**config.mk**
```make
export PLATFORM = sky130hd
export DESIGN_NAME = dvr_rr_arbiter
export DESIGN_NICKNAME = d
export VERILOG_FILES = /design/src/rtl/dvr_rr_arbiter.sv
export SDC_FILE = /design/constraint.sdc
export NUM_CORES = 1
export LEC_CHECK = 0
export CORE_AREA = 10 10 251 253
export DETAILED_ROUTE_END_ITERATION = 6
export DIE_AREA = 0 0 261 263
export SLEW_MARGIN = 10
export SYNTH_ARGS = -nofsm -noshare
export SYNTH_HDL_FRONTEND = slang
export SYNTH_SLANG_ARGS = --single-unit
```
**constraint.sdc**
```tcl
create_clock -name clk -period 4.62 [get_ports clk]
set_input_delay 0.462 -clock clk [delete_from_list [all_inputs] [get_ports clk]]
set_output_delay 0.462 -clock clk [all_outputs]
set_load 0.03 [all_outputs]
```
**src/rtl/dvr_rr_arbiter.sv**
```systemverilog
// Round-robin N:1 data/valid/ready merge into one registered output stage.
// With PKT_MODE=1 the grant stays with one channel from its first beat until its s_last beat.
module dvr_rr_arbiter #(
    parameter int DATA_WIDTH = 128,
    parameter int NUM_CH     = 4,
    parameter int PKT_MODE   = 0,
    localparam int CH_W      = (NUM_CH > 1) ? $clog2(NUM_CH) : 1
) (
    input  logic                         clk,
    input  logic                         rst,
    input  logic [NUM_CH*DATA_WIDTH-1:0] s_data,
    input  logic [NUM_CH-1:0]            s_valid,
    input  logic [NUM_CH-1:0]            s_last,
    output logic [NUM_CH-1:0]            s_ready,
    output logic [DATA_WIDTH-1:0]        m_data,
    output logic                         m_valid,
    output logic                         m_last,
    output logic [CH_W-1:0]              m_chan,
    input  logic                         m_ready
);

    // state     | meaning
    // ST_IDLE   | round-robin grant from ptr_q on every beat
    // ST_LOCKED | packet in flight, only lock_ch_q may be granted
    typedef enum logic {
        ST_IDLE   = 1'b0,
        ST_LOCKED = 1'b1
    } state_t;

    state_t                state_q, state_d;
    logic [CH_W-1:0]       ptr_q, ptr_d;
    logic [CH_W-1:0]       lock_ch_q, lock_ch_d;
    logic [DATA_WIDTH-1:0] m_data_q, m_data_d;
    logic                  m_valid_q, m_valid_d;
    logic                  m_last_q, m_last_d;
    logic [CH_W-1:0]       m_chan_q, m_chan_d;

    logic                  load;
    logic                  accept;
    logic                  scan_found;
    logic [CH_W-1:0]       scan_ch;
    logic [CH_W-1:0]       gnt_ch;
    logic [CH_W-1:0]       gnt_next;
    logic [CH_W:0]         cand;
    logic [NUM_CH-1:0]     gnt_vec;

    assign load = !m_valid_q || m_ready;

    // One spare bit on cand lets the wrap work for any NUM_CH, not just powers of two.
    always_comb begin
        scan_found = 1'b0;
        scan_ch    = '0;
        cand       = '0;
        for (int i = 0; i < NUM_CH; i++) begin
            cand = {1'b0, ptr_q} + (CH_W+1)'(i);
            if (cand >= (CH_W+1)'(NUM_CH)) begin
                cand = cand - (CH_W+1)'(NUM_CH);
            end
            if (!scan_found && s_valid[cand[CH_W-1:0]]) begin
                scan_found = 1'b1;
                scan_ch    = cand[CH_W-1:0];
            end
        end
    end

    always_comb begin
        gnt_ch  = scan_ch;
        gnt_vec = '0;
        if (PKT_MODE != 0 && state_q == ST_LOCKED) begin
            gnt_ch             = lock_ch_q;
            gnt_vec[lock_ch_q] = s_valid[lock_ch_q];
        end else if (scan_found) begin
            gnt_vec[scan_ch] = 1'b1;
        end
    end

    assign s_ready  = (load && !rst) ? gnt_vec : '0;
    assign accept   = |(s_ready & s_valid);
    assign gnt_next = (gnt_ch == CH_W'(NUM_CH - 1)) ? '0 : gnt_ch + CH_W'(1);

    always_comb begin
        state_d   = state_q;
        lock_ch_d = lock_ch_q;
        ptr_d     = ptr_q;
        m_valid_d = m_valid_q;
        m_data_d  = m_data_q;
        m_last_d  = m_last_q;
        m_chan_d  = m_chan_q;
        if (load) begin
            m_valid_d = accept;
        end
        if (accept) begin
            ptr_d    = gnt_next;
            m_data_d = s_data[gnt_ch*DATA_WIDTH +: DATA_WIDTH];
            m_chan_d = gnt_ch;
            m_last_d = (PKT_MODE != 0) ? s_last[gnt_ch] : 1'b1;
            if (PKT_MODE != 0) begin
                lock_ch_d = gnt_ch;
                state_d   = s_last[gnt_ch] ? ST_IDLE : ST_LOCKED;
            end
        end
    end

    always_ff @(posedge clk) begin
        if (rst) begin
            state_q   <= ST_IDLE;
            lock_ch_q <= '0;
            ptr_q     <= '0;
            m_valid_q <= 1'b0;
            m_data_q  <= '0;
            m_last_q  <= 1'b0;
            m_chan_q  <= '0;
        end else begin
            state_q   <= state_d;
            lock_ch_q <= lock_ch_d;
            ptr_q     <= ptr_d;
            m_valid_q <= m_valid_d;
            m_data_q  <= m_data_d;
            m_last_q  <= m_last_d;
            m_chan_q  <= m_chan_d;
        end
    end

    assign m_data  = m_data_q;
    assign m_valid = m_valid_q;
    assign m_last  = m_last_q;
    assign m_chan  = m_chan_q;

endmodule

```
==> results.yml <==
power_and_ir_drop:
  power-per-cell-area_nw_per_um2: 321
  p_leak_nw: 6.04
  worst_ir_drop_vdd_uv: 283
worst_setup_path:
  crit_path_start_kind: "input pin"
  crit_required_ps: 4160
  worstSetupEndpointType: "output pin"
  crit_path_frequent_cell: "clkdlybuf4s50_1"
  critical_path_cell_list: "clkdlybuf4s50_1 -> nor2b_1 -> a211oi_2 -> or2_1 -> inv_12 -> nor3_1 -> clkdlybuf4s50_1"
  timing_worst_setup_path_type: "in2out"
  slowest_stage: "clkdlybuf4s50_1"
  cpPeakStageDelay_ps: 770
  worst-path-max-fanout: 22
  crit_arrival_ps: 3090
global_route:
  globalRoute.totalOverflow: 0
  groute.usage.overall_pct: 13.8
  grt_antenna_before_repair: 9
  vias_in_the_first_global_route: 10600
  wire_length_of_the_first_global_routing_pass_um: 71200
  grt_max_degree: 125
detailed_routing:
  drt-pass1-iter-count: 4
  vias_per_cell: 4.24
  postRouteAntennaNets: 0
  dr_vias: 9751
  avgRoutedWirePerCell_um: 21.6
  drcViolationCount: 0
  drt_wl_total_um: 49800
  drt_iter0_drc: 357
finish:
  final.fill_count: 6061
  final_cell_mix: "clkdlybuf4s50_1 (654), mux2i_1 (255), dfxtp_1 (134), nand3_1 (128), and2_1 (128)"
  layout_commonest_cell: "clkdlybuf4s50_1"
  area_of_the_multi_input_gates_um2: 6040
  drive_gt1_share_pct: 10.6
  design.final.nets: 2035
  area_growth_syn_to_layout_pct: 85.1
  finalCoreUtilization_pct: 29.4
  seqCellArea_um2: 2680
cts:
  clock_tree.root_cell: "clkbuf_16"
  htree_num_levels: 4
  cts.repair_timing.setup_buffer_count: 0
  cts_tree: "yes"
  clock_path_buffers: 2
  post_cts_resized: 0
  clock-sinks: 134
  clk_pin_slew_ps: 60
  clock_insertion_delay_at_the_later_pin_of_the_skew_report_ps: 470
  holdBufCountCts: 0
  cts-buffers-inserted: 17
yosys:
  yosys-mux-area-fraction_pct: 27.7
  synthDominantCellAreaShare_pct: 29.0
  synth-compound-area-share_pct: 20.1
  post_synth_num_cell_types: 36
  mappedNetlistArea_um2: 9250
  synth.yosys.seq_area_share_pct: 29.0
  synth_simple_gate_area_share_pct: 16.8
  synth-adder-area-share_pct: 0.271
  synth.area.top_cells: "dfxtp_1 (29%), mux2i_1 (28%), o221ai_2 (16%)"
  synth-main-ff-cell: "dfxtp_1"
  synth.net_count: 1440
  asyncSetResetFlopFracSynth_pct: 0
  synthesis.instances: 915
  synth-edff-count: 0
  xor_xnor_share_of_the_synthesized_area_pct: 0
  largest_family_of_logic_cells_by_synthesized_area: "multiplexers"
  synth_area_per_cell_um2: 10.1
  yosys_warn_count: 0
  synth.largest_area_cell: "dfxtp_1"
  synth.ff_latch_count: 134
sta:
  rsz0062_at_grt: "false"
  drv_slew: 0
  post-route-period-util_pct: 76.8
  setup-violations-final: 0
  clock_skew_ps: 21.0
  finalHoldViolations: 0
  finalHoldWorstSlack_ps: 486
  maxClockFrequency_mhz: 282
  max_slew.worst_pin.slew_ps: 1130
  max_slew_margin_pct: 24.7
  shortest_clock_period_the_worst_path_allows_after_layout_ps: 3550
  final_setup_tns_ps: 0
floorplan:
  die_width_um: 261
  chipHeight_um: 263
  ioPinCount: 659
  placeableCoreArea_um2: 58200
  floorplan.initialDensity_pct: 15.9
  floorplan.die_area_um2: 68600
  fp-row-count: 89
placement:
  dp_hpwl_um: 39200
  routabilityCongestion: 0.804
  buffer_ports.inserted: 654
hold_path:
  min_path_type: "reg2reg"
outcome:
  run_status: "finished, final reports clean"
job:
  drv.max_cap_violation_count: 0
==> path summary, 6_finish.rpt <==
kind	from	end	slack, ps	depth (start not counted)
worst max-delay path	s_valid[2]	s_ready[1]	1070	7
worst min-delay path	m_data[66]	m_data[66]	490	2
worst max register to register	ptr_q[1]	m_data[57]	1260	11
worst min register to register	m_data[66]	m_data[66]	490	2
==> registers in the layout, summed over array words and instances (netlist names) <==
signal / flops
m_chan: 2
m_data: 128
m_last: 1
m_valid: 1
ptr_q: 2
==> synth_stat cells, types with 2 or more instances <==
| cell type | n |
|---|---|
| a21oi_1 | 4 |
| and2_1 | 128 |
| and3_1 | 2 |
| buf_2 | 37 |
| buf_4 | 5 |
| buf_6 | 14 |
| clkbuf_1 | 43 |
| dfxtp_1 | 134 |
| ha_1 | 2 |
| inv_1 | 2 |
| mux2i_1 | 255 |
| nand2_1 | 4 |
| nand3_1 | 128 |
| nor2_1 | 2 |
| nor2b_1 | 4 |
| nor3_1 | 3 |
| o21ai_0 | 3 |
| o221ai_1 | 28 |
| o221ai_2 | 100 |
==> report_power, final <==
part           internal (mW)  leakage, nW  switching, mW
Sequential              1.37         1.11          0.127
Combinational           1.25         4.65           1.36
Clock                  0.803        0.283          0.592
==> metrics by stage <==
step	cell area, µm²	setup WS [ps]	power [mW]	cells
2_1_floorplan	9250	1690	2.93	915
3_3_place_gp	16500	664	4.12	2264
6_report	17100	1070	5.50	2298
4_1_cts	17100	992	5.61	2296
5_1_grt	17100	934	5.78	2296
3_5_place_dp	16500	664	4.15	2264
==> per-layer routing <==
metal	vias to the layer above	track usage [%]	share of wire [%]
met4	6	4.76	2.1
met3	48	6.11	10
met2	449	22.9	47
li1	4677	-	-
met5	-	0	0.080
met1	4571	15.4	40
==> logic make-up (layout without fill, tap and decap cells) <==
kind of cell | Yosys count | in the layout
AND/OR/NAND/NOR | 276 | 276
multiplexers | 256 | 256
AO/OA/AOI/OAI | 144 | 144
flip-flops | 134 | 134
buffers and inverters | 103 | 711
adder cells (fa/ha/maj) | 2 | 2
other | 0 | 2
==> worst max-delay path: cells and delay by family <==
family          cells  cell delay, ps
compound gates      1             330
buf+inv             3            1390
simple gates        3             900
==> layout make-up <==
cell class                 count  share of cell area [%]
timing repair buffer         675                    39.8
multi-input combinational    678                    35.3
sequential                   134                    15.7
tap                          773                    5.65
clock buffer                  19                    2.59
clock inverter                13                   0.767
inverter                       4                   0.175
antenna                        2                  0.0292
No activity file was read; power rests on OpenSTA's default activity.
